==> config.mk <==
export PLATFORM = sky130hd
export DESIGN_NAME = inst_aligner
export DESIGN_NICKNAME = d
export VERILOG_FILES = /design/src/rtl/inst_aligner.sv
export SDC_FILE = /design/constraint.sdc
export NUM_CORES = 1
export LEC_CHECK = 0
export ABC_AREA = 0
export BUFFER_PORTS_ARGS = -buffer_cell sky130_fd_sc_hd__buf_2
export CAP_MARGIN = 20
export CORE_MARGIN = 3
export CORE_UTILIZATION = 55
export DETAILED_ROUTE_END_ITERATION = 16
export GPL_ROUTABILITY_DRIVEN = 0
export GPL_TIMING_DRIVEN = 1
export HOLD_SLACK_MARGIN = 0.1
export PLACE_DENSITY_LB_ADDON = 0.2
export SLEW_MARGIN = 20
export SYNTH_ARGS = -nofsm -noshare
export SYNTH_HDL_FRONTEND = slang
export SYNTH_SLANG_ARGS = --single-unit
==> constraint.sdc <==
create_clock -name clk -period 6.3 [get_ports clk]
set_clock_uncertainty 0.1 [all_clocks]
set_input_delay 0.315 -clock clk [delete_from_list [all_inputs] [get_ports clk]]
set_output_delay 0.315 -clock clk [all_outputs]
set_load 0.01 [all_outputs]
==> src/rtl/inst_aligner.sv <==
// Halfword realignment buffer between the 32-bit fetch port and decode.
// Optional fetch address check enabled by defining ALIGNER_PC_CHECK_EN (adds pc_mismatch).
module inst_aligner #(
    parameter int unsigned BUF_HW   = 4,
    parameter logic [31:0] RESET_PC = 32'h0000_0000
) (
    input  logic        clk,
    input  logic        reset,
    input  logic        fetch_valid,
    output logic        fetch_ready,
    input  logic [31:0] fetch_data,
    input  logic [31:0] fetch_pc,
    input  logic        redirect,
    input  logic [31:0] redirect_pc,
    output logic        inst_valid,
    input  logic        inst_ready,
    output logic [31:0] inst_out,
    output logic [31:0] inst_pc,
    output logic        Inst_Compr
`ifdef ALIGNER_PC_CHECK_EN
    ,
    output logic        pc_mismatch
`endif
);

    localparam int unsigned CW = $clog2(BUF_HW + 1);

    logic [15:0]   buf_q [BUF_HW];
    logic [15:0]   buf_d [BUF_HW];
    logic [CW-1:0] count_q, count_d;
    logic [31:0]   pc_q, pc_d;
    logic          drop_q, drop_d;

    logic          is_compr_c;
    logic          accept_c;
    logic          issue_c;
    logic [CW-1:0] pop_c;
    logic [CW-1:0] push_c;
    logic [CW-1:0] base_c;
    logic [15:0]   first_hw_c;

    // Decode of the head halfword; outputs read registered state only
    assign is_compr_c  = (buf_q[0][1:0] != 2'b11);
    assign inst_valid  = ((count_q >= CW'(1)) && is_compr_c) ||
                         ((count_q >= CW'(2)) && !is_compr_c);
    assign fetch_ready = (count_q <= CW'(BUF_HW - 2));
    assign Inst_Compr  = (count_q != '0) && is_compr_c;
    assign inst_out    = (count_q == '0) ? 32'h0 :
                         is_compr_c      ? {16'h0, buf_q[0]} : {buf_q[1], buf_q[0]};
    assign inst_pc     = pc_q;

    assign accept_c   = fetch_valid && fetch_ready;
    assign issue_c    = inst_valid && inst_ready;
    assign pop_c      = issue_c ? (is_compr_c ? CW'(1) : CW'(2)) : '0;
    assign push_c     = accept_c ? (drop_q ? CW'(1) : CW'(2)) : '0;
    assign base_c     = count_q - pop_c;
    assign first_hw_c = drop_q ? fetch_data[31:16] : fetch_data[15:0];

    // Pop shifts survivors toward the head; pushes land right behind them
    always_comb begin
        buf_d   = buf_q;
        count_d = count_q;
        pc_d    = pc_q;
        drop_d  = drop_q;

        for (int unsigned i = 0; i < BUF_HW; i++) begin
            for (int unsigned j = 0; j < BUF_HW; j++) begin
                if (j == i + 32'(pop_c)) begin
                    buf_d[i] = buf_q[j];
                end
            end
            if ((push_c != '0) && (i == 32'(base_c))) begin
                buf_d[i] = first_hw_c;
            end
            if ((push_c == CW'(2)) && (i == 32'(base_c) + 32'd1)) begin
                buf_d[i] = fetch_data[31:16];
            end
        end

        count_d = count_q - pop_c + push_c;
        pc_d    = pc_q + (issue_c ? (is_compr_c ? 32'd2 : 32'd4) : 32'd0);
        if (accept_c) begin
            drop_d = 1'b0;
        end

        if (redirect) begin
            count_d = '0;
            pc_d    = redirect_pc;
            drop_d  = redirect_pc[1];
        end
    end

    always_ff @(posedge clk or posedge reset) begin
        if (reset) begin
            for (int unsigned i = 0; i < BUF_HW; i++) begin
                buf_q[i] <= 16'h0;
            end
            count_q <= '0;
            pc_q    <= RESET_PC;
            drop_q  <= 1'b0;
        end else begin
            buf_q   <= buf_d;
            count_q <= count_d;
            pc_q    <= pc_d;
            drop_q  <= drop_d;
        end
    end

`ifdef ALIGNER_PC_CHECK_EN
    logic [31:0] exp_fetch_q;
    logic        mismatch_q;

    // Expected fetch address follows the redirect target word and each accepted word
    always_ff @(posedge clk or posedge reset) begin
        if (reset) begin
            exp_fetch_q <= RESET_PC & ~32'h3;
            mismatch_q  <= 1'b0;
        end else if (redirect) begin
            exp_fetch_q <= redirect_pc & ~32'h3;
            mismatch_q  <= 1'b0;
        end else if (accept_c) begin
            exp_fetch_q <= exp_fetch_q + 32'd4;
            if (fetch_pc != exp_fetch_q) begin
                mismatch_q <= 1'b1;
            end
        end
    end

    assign pc_mismatch = mismatch_q;
`else
    logic unused_fetch_pc_c;
    assign unused_fetch_pc_c = ^fetch_pc;
`endif

endmodule

==> results of run 1 <==
[registers in the layout, summed over array words and instances, names as in the netlist]
signal / flops
drop_q: 1
buf_q: 64
count_q: 3
inst_pc: 32
[per-layer routing]
| metal | routed length (um) | up-vias |
|---|---|---|
| met5 | 0 | - |
| met4 | 969 | 0 |
| met3 | 3220 | 108 |
| met2 | 11800 | 585 |
| met1 | 10000 | 3744 |
| li1 | - | 3543 |
[how the worst max path moves through the flow]
stage,startpoint,to,depth (start not counted)
6_report,count_q[1],buf_q[33],14
5_1_grt,count_q[1],buf_q[38],14
4_1_cts,count_q[1],buf_q[38],15
3_5_place_dp,count_q[1],buf_q[33],15
3_3_place_gp,count_q[1],buf_q[47],15
2_1_floorplan,buf_q[48],buf_q[32],20
[area by class of cell]
class                           instances  share of cell area
Sequential cell                       100               0.289
Tap cell                              172              0.0249
Multi-Input combinational cell        694               0.508
Inverter                               25              0.0111
Clock inverter                          7             0.00651
Clock buffer                            9              0.0260
Timing Repair Buffer                  188               0.134
[power by group through the flow]
stage	Combinational (mW)	Sequential, mW	Clock (mW)
finish	2.14	1.21	0.564
global route	2.30	1.24	0.588
CTS	2.07	1.19	0.562
detailed placement	2.04	1.20	0
global placement	2.00	1.20	0
floorplan	1.54	1.10	0
[cell families (layout without fill, tap and decap cells)]
| kind of cell | Yosys count | in the layout | synth area share |
|---|---|---|---|
| buffers and inverters | 102 | 229 | 0.0629 |
| muxes | 37 | 37 | 0.0538 |
| AOI/OAI and AO/OA | 284 | 284 | 0.263 |
| DFF | 100 | 100 | 0.340 |
| and+or+nand+nor | 330 | 330 | 0.220 |
| xor gates and xnor gates | 31 | 31 | 0.0369 |
| adders and majority gates | 12 | 12 | 0.0235 |
[worst reg2reg max path, stage by stage, from the launching register on]
cell,delay [ns]
dfrtp_1,0.58
or3_4,0.43
nand3_2,0.29
inv_1,0.17
ha_1,0.15
inv_1,0.05
fa_1,0.51
xor2_1,0.42
ha_1,0.21
nor2b_1,0.39
and4_1,0.52
or2_1,0.16
buf_4,0.27
or2_1,0.72
o22a_1,0.24
[metrics by stage]
step | power (mW) | area [um2] | util | setup slack, ns | hold slack, ns
2_1_floorplan | 2.64 | 7350 | - | 1.94 | 0.332
3_3_place_gp | 3.20 | 8030 | 0.626 | 1.36 | 0.217
3_5_place_dp | 3.24 | 8030 | 0.626 | 1.30 | 0.218
4_1_cts | 3.82 | 8650 | 0.674 | 1.22 | 0.102
5_1_grt | 4.13 | 8650 | 0.674 | 0.925 | 0.114
6_report | 3.91 | 8650 | 0.674 | 1.03 | 0.0997
[layout by cell type (no fill, tap or decap), types with 5 or more instances in the layout]
cell	n
dlygate4sd3_1	34
o211ai_1	7
xnor2_1	7
nor3_1	14
clkbuf_16	9
a22o_1	13
and3_1	34
o21ai_0	90
nor2_1	53
xor2_1	24
mux2i_1	17
o311a_1	8
a211oi_1	14
nand3_1	40
buf_4	19
and4_1	9
a21oi_1	33
nand2_1	115
a22oi_1	11
a31oi_1	15
nor2b_1	6
and2_1	20
o22ai_1	15
nand2b_1	6
nand4_1	21
dfrtp_1	100
o22a_1	20
mux2_2	20
buf_2	135
a32oi_1	15
a222oi_1	5
o221ai_1	8
ha_1	9
inv_1	23
==> impl_metrics.yaml, run 1 <==
setup_path:
  reg2reg_from: "count_q[1]"
  worst-path-buf-inv: 3
  crit_fanout: 30
  arrival_ns: 5.46
  cpMaxStageDelayCell: "or2_1"
  cp-start-kind: "register"
  cp.required_ns: 6.49
  crit_type: "reg2reg"
  r2r_slack_ns: 1.03
  r2r_cells: 14
  r2r_end: "buf_q[33]"
  crit_family: "simple AND/OR/NAND/NOR gates"
  cpPeakStageDelay_ns: 0.72
  end_kind: "register"
  cp_cell_sequence: "or3_4 -> nand3_2 -> inv_1 -> ha_1 -> inv_1 -> fa_1 -> xor2_1 -> ha_1 -> nor2b_1 -> and4_1 -> or2_1 -> buf_4 -> or2_1 -> o22a_1"
timing:
  fmax_ghz: 0.190
  finalSetupViolCount: 0
  min_period_ns: 5.27
  final_hold_viol_count: 0
  worst_pin_slew_ns: 1.13
  rsz0062_at_grt: "false"
  relSlewSlack: 0.247
  min_period_over_period: 0.836
  tns_ns: 0
  final_max_slew_viol_count: 0
cts:
  cts_tree: "yes"
  cts.sinks: 100
  clk_latency_ns: 0.37
  cts_resized: 0
  post_cts_buffers: 0
  hold_buffers: 34
  path_clk_slew_ns: 0.08
  cts_root_buf: "clkbuf_16"
  cts_max_level: 3
  clk_path_buf_depth: 2
  numCtsBuffers: 9
finish:
  seqCellArea_um2: 2500
  antenna_cells: 0
  areaGrowthSynthToFinish_pct: 17.6
  layout.nets: 1131
  stdcell_count: 1195
  drive_gt1_frac: 0.197
  multi_input_area_um2: 4390
  fillers: 1110
run:
  cap_violations: 0
global_route:
  grt_max_degree: 76
  use_met2: 0.539
  antenna_found_initial: 0
  met1_usage: 0.474
  grt_pass1_vias: 7443
  grt_use_total: 0.350
  gr-total-overflow: 0
  grt_pass1_wl_mm: 40.5
  met3_usage: 0.0877
  top_usage_layer: "met2"
power_and_ir_drop:
  p_int_mw: 2.02
  p_comb_frac: 0.547
  power_switching_share: 0.484
  peakVddDrop_v: 0.000290
  netSwitchingPower_mw: 1.89
  leakage_nw: 3.91
  power_frac_seq: 0.308
  clkPwrFrac: 0.144
  powerDensity_nw_per_um2: 452
die:
  die_area_um2: 14800
  row_count: 41
  die_w_um: 122
  dieHeight_um: 122
  start_util: 0.573
  io_pins: 168
  core_um2: 12800
detailed_routing:
  ant_nets: 0
  via_per_inst: 6.68
  drc: 0
  vias: 7980
  avgRoutedWirePerCell_um: 21.7
  drt-initial-drc-count: 1099
  dr.pass1.iters: 6
  routed_wirelength_mm: 26.0
worst_hold_path:
  min_path_type: "in2reg"
  holdPathStages: 3
  hold_start: "fetch_data[4]"
  min_to: "buf_q[52]"
synth:
  synthTopCellsByArea: "dfrtp_1 34%, o21ai_0 6.1%, nand2_1 5.9%, mux2_2 3.1%, and3_1 2.9%"
  ys_ff_latch: 100
  synth_edf_count: 0
  synth.top_cells.by_count: "115 x nand2_1, 100 x dfrtp_1, 90 x o21ai_0"
  syn_inst: 896
  synth_top_area_share: 0.340
  ys_warn_count: 0
  yosysTopAreaCell: "dfrtp_1"
  synth_ff_type: "dfrtp_1"
  synth.most_common_cell: "nand2_1"
  syn_nets: 1009
  synth.distinct_cells: 63
  synth_area_um2: 7350
  syn_avg_cell_area_um2: 8.21
  async_flop_share: 1.00
  synth.yosys.seq_area_share: 0.340
status:
  status: "completed"
placement:
  port_buffers: 135
  placedCellCount: 1145
  dpl.hpwl_mm: 15.8
No activity file was read; power rests on OpenSTA's default activity.
==> inputs of run 2 (changes only) <==
--- a/config.mk
+++ b/config.mk
@@ -9,7 +9,7 @@
 export BUFFER_PORTS_ARGS = -buffer_cell sky130_fd_sc_hd__buf_2
 export CAP_MARGIN = 20
 export CORE_MARGIN = 3
-export CORE_UTILIZATION = 55
+export CORE_UTILIZATION = 50
 export DETAILED_ROUTE_END_ITERATION = 16
 export GPL_ROUTABILITY_DRIVEN = 0
 export GPL_TIMING_DRIVEN = 1
==> constraint.sdc (replaced) <==
create_clock -name clk -period 4.35 [get_ports clk]
set_clock_uncertainty 0.1 [all_clocks]
set_input_delay 0.2175 -clock clk [delete_from_list [all_inputs] [get_ports clk]]
set_output_delay 0.2175 -clock clk [all_outputs]
set_load 0.01 [all_outputs]
==> impl_metrics.yaml, run 2 (synthesized netlist as in run 1, its figures left out) <==
finish:
  multi_input_area_um2: 4400
  layout.nets: 1176
  drive_gt1_frac: 0.209
  fillers: 1209
  regMostFlops: "buf_q"
  antenna_cells: 0
  layout_commonest_cell: "buf_2"
  largest_reg_flops: 64
  areaGrowthSynthToFinish_pct: 23.3
  final_cell_mix: "135 x buf_2, 115 x nand2_1, 100 x dfrtp_1"
  seqCellArea_um2: 2500
  final_area_um2: 9070
timing:
  worst_pin_slew_ns: 0.973
  final_hold_viol_count: 0
  final_max_slew_viol_count: 0
  min_period_ns: 4.11
  relSlewSlack: 0.351
  fmax_ghz: 0.243
  min_period_over_period: 0.945
  rsz0062_at_grt: "false"
  tns_ns: 0
  finalSetupViolCount: 0
setup_path:
  cp-start-kind: "register"
  arrival_ns: 4.27
  end_kind: "register"
  crit_fanout: 11
  cp.required_ns: 4.51
  crit_type: "reg2reg"
detailed_routing:
  ant_nets: 0
  routed_wirelength_mm: 27.1
  via_per_inst: 6.58
  drt-initial-drc-count: 1015
  avgRoutedWirePerCell_um: 21.7
  vias: 8217
  dr.pass1.iters: 6
  drc: 0
die:
  die_w_um: 127
  die_area_um2: 16200
  core_um2: 14100
  io_pins: 168
  start_util: 0.520
  dieHeight_um: 127
  row_count: 43
run:
  cap_violations: 0
global_route:
  grt_pass1_vias: 7667
  grt_use_total: 0.327
  gr-total-overflow: 0
  antenna_found_initial: 0
  grt_pass1_wl_mm: 42.1
  grt_max_degree: 68
cts:
  clk_path_buf_depth: 2
  cts_tree: "yes"
  cts_max_level: 3
  path_clk_slew_ns: 0.07
  cts_root_buf: "clkbuf_16"
  clk_latency_ns: 0.36
  numCtsBuffers: 9
  cts.sinks: 100
status:
  status: "completed"
power_and_ir_drop:
  powerDensity_nw_per_um2: 644
  peakVddDrop_v: 0.000325
  leakage_nw: 4.11
placement:
  port_buffers: 135
  placed_area_um2: 8180
  dpl.hpwl_mm: 16.7
worst_hold_path:
  min_path_type: "in2reg"
-- run 2: changes by cell type in the layout (fill, tap and decap cells not counted), sizes merged --
cell,before,now
dlygate4sd3,34,59
buf,154,174
inv,30,26
clkinv,2,4
clkbuf,9,10
clkinvlp,0,1
-- run 2: per-stage QoR --
step                total power, mW   util  hold WS (ns)  setup WS, ns  std cells
finish                         5.84  0.641         0.134         0.240       1248
global route                   6.17  0.641         0.149       0.00270       1248
CTS                            5.70  0.640         0.124        0.0823       1247
detailed placement             4.84  0.578         0.319         0.141       1172
global placement               4.79  0.578         0.324         0.242       1172
floorplan                      3.82      -         0.234        0.0992        896
-- run 2: final timing paths --
path / startpoint / endpoint / slack, ns / depth (start not counted)
worst max-delay path: count_q[0] / buf_q[23] / 0.24 / 14
worst min-delay path: fetch_data[5] / buf_q[21] / 0.13 / 3
worst max register to register: count_q[0] / buf_q[23] / 0.24 / 14
worst min register to register: inst_pc[0] / inst_pc[0] / 0.42 / 1
max in group asynchronous: reset / inst_pc[2] / 2.65 / 4
min in group asynchronous: reset / buf_q[57] / 0.45 / 3
-- run 2: report_power, final --
part / switching [mW] / internal (mW) / leakage (nW)
combinational: 1.98 / 1.34 / 2.77
clock: 0.408 / 0.401 / 0.138
sequential: 0.416 / 1.30 / 1.21
total: 2.81 / 3.04 / 4.11
-- run 2: per-layer routing --
layer  up-vias  GRT usage  share of wire
met3        96     0.0844           0.13
met2       599      0.520           0.45
met1      3881      0.436           0.38
li1       3641          -              -
met4         0      0.112          0.037
met5         -          0              0
-- run 2: final cells by class --
cell class | count | area share
tap | 180 | 0.0248
multi-input combinational | 694 | 0.485
sequential | 100 | 0.276
clock inverter | 6 | 0.00676
clock buffer | 10 | 0.0252
inverter | 25 | 0.0106
timing repair buffer | 233 | 0.172
-- run 2: what timing repair did --
item                                    in CTS  in global routing
endpoints found under the setup margin       0                 19
hold buffers                                59                  0
gates resized for setup                      0                  2
buffers inserted                             0                  1
hold endpoints to repair                   125                  0
-- run 2: critical path, cell delays in order (launching register included) --
cell and delay, ns:
dfrtp_1 0.43, or3_4 0.39, nand3_2 0.08, inv_1 0.05, ha_1 0.17, inv_1 0.06
fa_1 0.52, inv_1 0.16, nor2_1 0.07, ha_1 0.28, nor2b_1 0.34, nand4_1 0.41
o211a_1 0.47, buf_4 0.25, o31ai_1 0.24
==> inputs of run 3 (changes only) <==
--- a/config.mk
+++ b/config.mk
@@ -6,7 +6,7 @@
 export NUM_CORES = 1
 export LEC_CHECK = 0
 export ABC_AREA = 0
-export BUFFER_PORTS_ARGS = -buffer_cell sky130_fd_sc_hd__buf_2
+export BUFFER_PORTS_ARGS = -buffer_cell sky130_fd_sc_hd__buf_4
 export CAP_MARGIN = 20
 export CORE_MARGIN = 3
 export CORE_UTILIZATION = 50
==> impl_metrics.yaml, run 3 (synthesized netlist as in run 1, its figures left out) <==
status:
  status: "completed"
detailed_routing:
  routed_wirelength_mm: 27.7
  ant_nets: 0
  avgRoutedWirePerCell_um: 22.2
  via_per_inst: 6.60
  dr.pass1.iters: 7
  drc: 0
  vias: 8231
  drt-initial-drc-count: 1232
setup_path:
  startpoint: "count_q[0]"
  cpMaxStageDelayCell: "or2_1"
  endpoint: "buf_q[40]"
  r2r_slack_ns: 0.16
  crit_fanout: 16
  arrival_ns: 4.39
  cp_num_cells: 14
  worst-path-buf-inv: 3
  cpPeakStageDelay_ns: 0.80
  reg2reg_from: "count_q[0]"
  r2r_cells: 14
  end_kind: "register"
  cp.required_ns: 4.55
  cpMostUsedCell: "inv_1"
  cp-start-kind: "register"
  r2r_end: "buf_q[40]"
  crit_family: "simple AND/OR/NAND/NOR gates"
  cp_cell_sequence: "or3_4 -> nand3_2 -> inv_1 -> ha_1 -> inv_1 -> fa_1 -> inv_1 -> nor2_1 -> ha_1 -> nor2b_1 -> and4_1 -> or2_1 -> or2_1 -> o22a_1"
  crit_type: "reg2reg"
global_route:
  grt_use_total: 0.334
  grt_max_degree: 68
  antenna_found_initial: 0
  grt_pass1_wl_mm: 42.9
  grt_pass1_vias: 8051
  gr-total-overflow: 0
finish:
  seqCellArea_um2: 2500
  fillers: 1158
  regMostFlops: "buf_q"
  antenna_cells: 0
  final_cell_mix: "174 x buf_4, 115 x nand2_1, 100 x dfrtp_1"
  largest_reg_flops: 64
  areaGrowthSynthToFinish_pct: 28.6
  layout.nets: 1176
  drive_gt1_frac: 0.211
  layout_commonest_cell: "buf_4"
  multi_input_area_um2: 4400
power_and_ir_drop:
  p_comb_frac: 0.564
  p_int_mw: 3.24
  clkPwrFrac: 0.152
  peakVddDrop_v: 0.000441
  power_switching_share: 0.466
  netSwitchingPower_mw: 2.83
  power_mw: 6.07
  leakage_nw: 4.22
  power_frac_seq: 0.284
  powerDensity_nw_per_um2: 642
cts:
  cts.sinks: 100
  cts_root_buf: "clkbuf_16"
  cts_max_level: 3
  numCtsBuffers: 9
  clk_path_buf_depth: 2
  path_clk_slew_ns: 0.08
  clk_latency_ns: 0.37
  cts_tree: "yes"
timing:
  min_period_ns: 4.19
  rsz0062_at_grt: "false"
  min_period_over_period: 0.963
  tns_ns: 0
  fmax_ghz: 0.239
  finalSetupViolCount: 0
  final_hold_viol_count: 0
  worst_pin_slew_ns: 1.05
  final_max_slew_viol_count: 0
  relSlewSlack: 0.303
worst_hold_path:
  min_path_type: "in2reg"
die:
  die_area_um2: 16200
  dieHeight_um: 127
  row_count: 43
  die_w_um: 127
  io_pins: 168
  core_um2: 14100
  start_util: 0.520
placement:
  dpl.hpwl_mm: 16.9
  port_buffers: 135
run:
  cap_violations: 0
## run 3: cell types whose count changed in the layout (fill, tap and decap cells not counted)
cell       before  now
buf_4          39  174
bufinv_16       0    2
o211a_1         2    1
inv_8           1    0
or2_2           2    1
clkbuf_1        1    0
buf_2         135    0
clkinv_4        3    2
o211a_2         0    1
or2_1           1    2
nand3_1        39   38
nand3_2         2    3
inv_6           0    1
## run 3: layout make-up
| cell class | count | share of cell area |
|---|---|---|
| Multi-Input combinational cell | 694 | 0.465 |
| Sequential cell | 100 | 0.265 |
| Timing Repair Buffer | 233 | 0.201 |
| Clock buffer | 9 | 0.0238 |
| Tap cell | 180 | 0.0238 |
| Clock inverter | 7 | 0.0116 |
| Inverter | 25 | 0.0102 |
## run 3: power groups by stage
stage	registers, mW	logic (mW)	clock network [mW]
2_1_floorplan	1.59	2.23	0
5_1_grt	1.77	3.67	0.962
3_5_place_dp	1.71	3.23	0
6_report	1.72	3.42	0.924
3_3_place_gp	1.71	3.19	0
4_1_cts	1.70	3.30	0.929
## run 3: worst min-delay path by stage
stage / from / end / slack (ns) / cells past startpoint
after global placement: redirect_pc[20] / inst_pc[20] / 0.32 / 3
after global routing: fetch_data[5] / buf_q[37] / 0.16 / 3
after floorplan: fetch_data[26] / buf_q[10] / 0.23 / 2
after CTS: fetch_data[5] / buf_q[37] / 0.14 / 3
final: fetch_data[5] / buf_q[37] / 0.15 / 3
after detailed placement: redirect_pc[20] / inst_pc[20] / 0.33 / 3
## run 3: what timing repair did
action	CTS	global route
resized for setup	0	3
hold buffers	59	0
endpoints found under the setup margin	0	7
endpoints found under the hold margin	129	0
setup buffers	0	1
## run 3: routing by layer
layer	share of wire	up-vias	GRT usage
met5	0	-	0
met4	0.049	0	0.157
met3	0.13	146	0.0886
met2	0.45	650	0.522
met1	0.38	3802	0.433
li1	-	3633	-
## run 3: worst min-delay path, cell delays in order
cell    delay, ns
buf_4        0.11
a22o_1       0.13
o22a_1       0.12
## run 3: per-stage QoR
stage / std cells / area, um2 / worst slack [ns] / hold slack [ns] / utilization
after global placement: 1172 / 8520 / 0.356 / 0.325 / 0.602
after global routing: 1248 / 9460 / 0.00617 / 0.159 / 0.668
after CTS: 1247 / 9440 / 0.264 / 0.138 / 0.667
after floorplan: 896 / 7360 / 0.0992 / 0.234 / -
after detailed placement: 1172 / 8520 / 0.331 / 0.330 / 0.602
final: 1248 / 9460 / 0.162 / 0.152 / 0.668
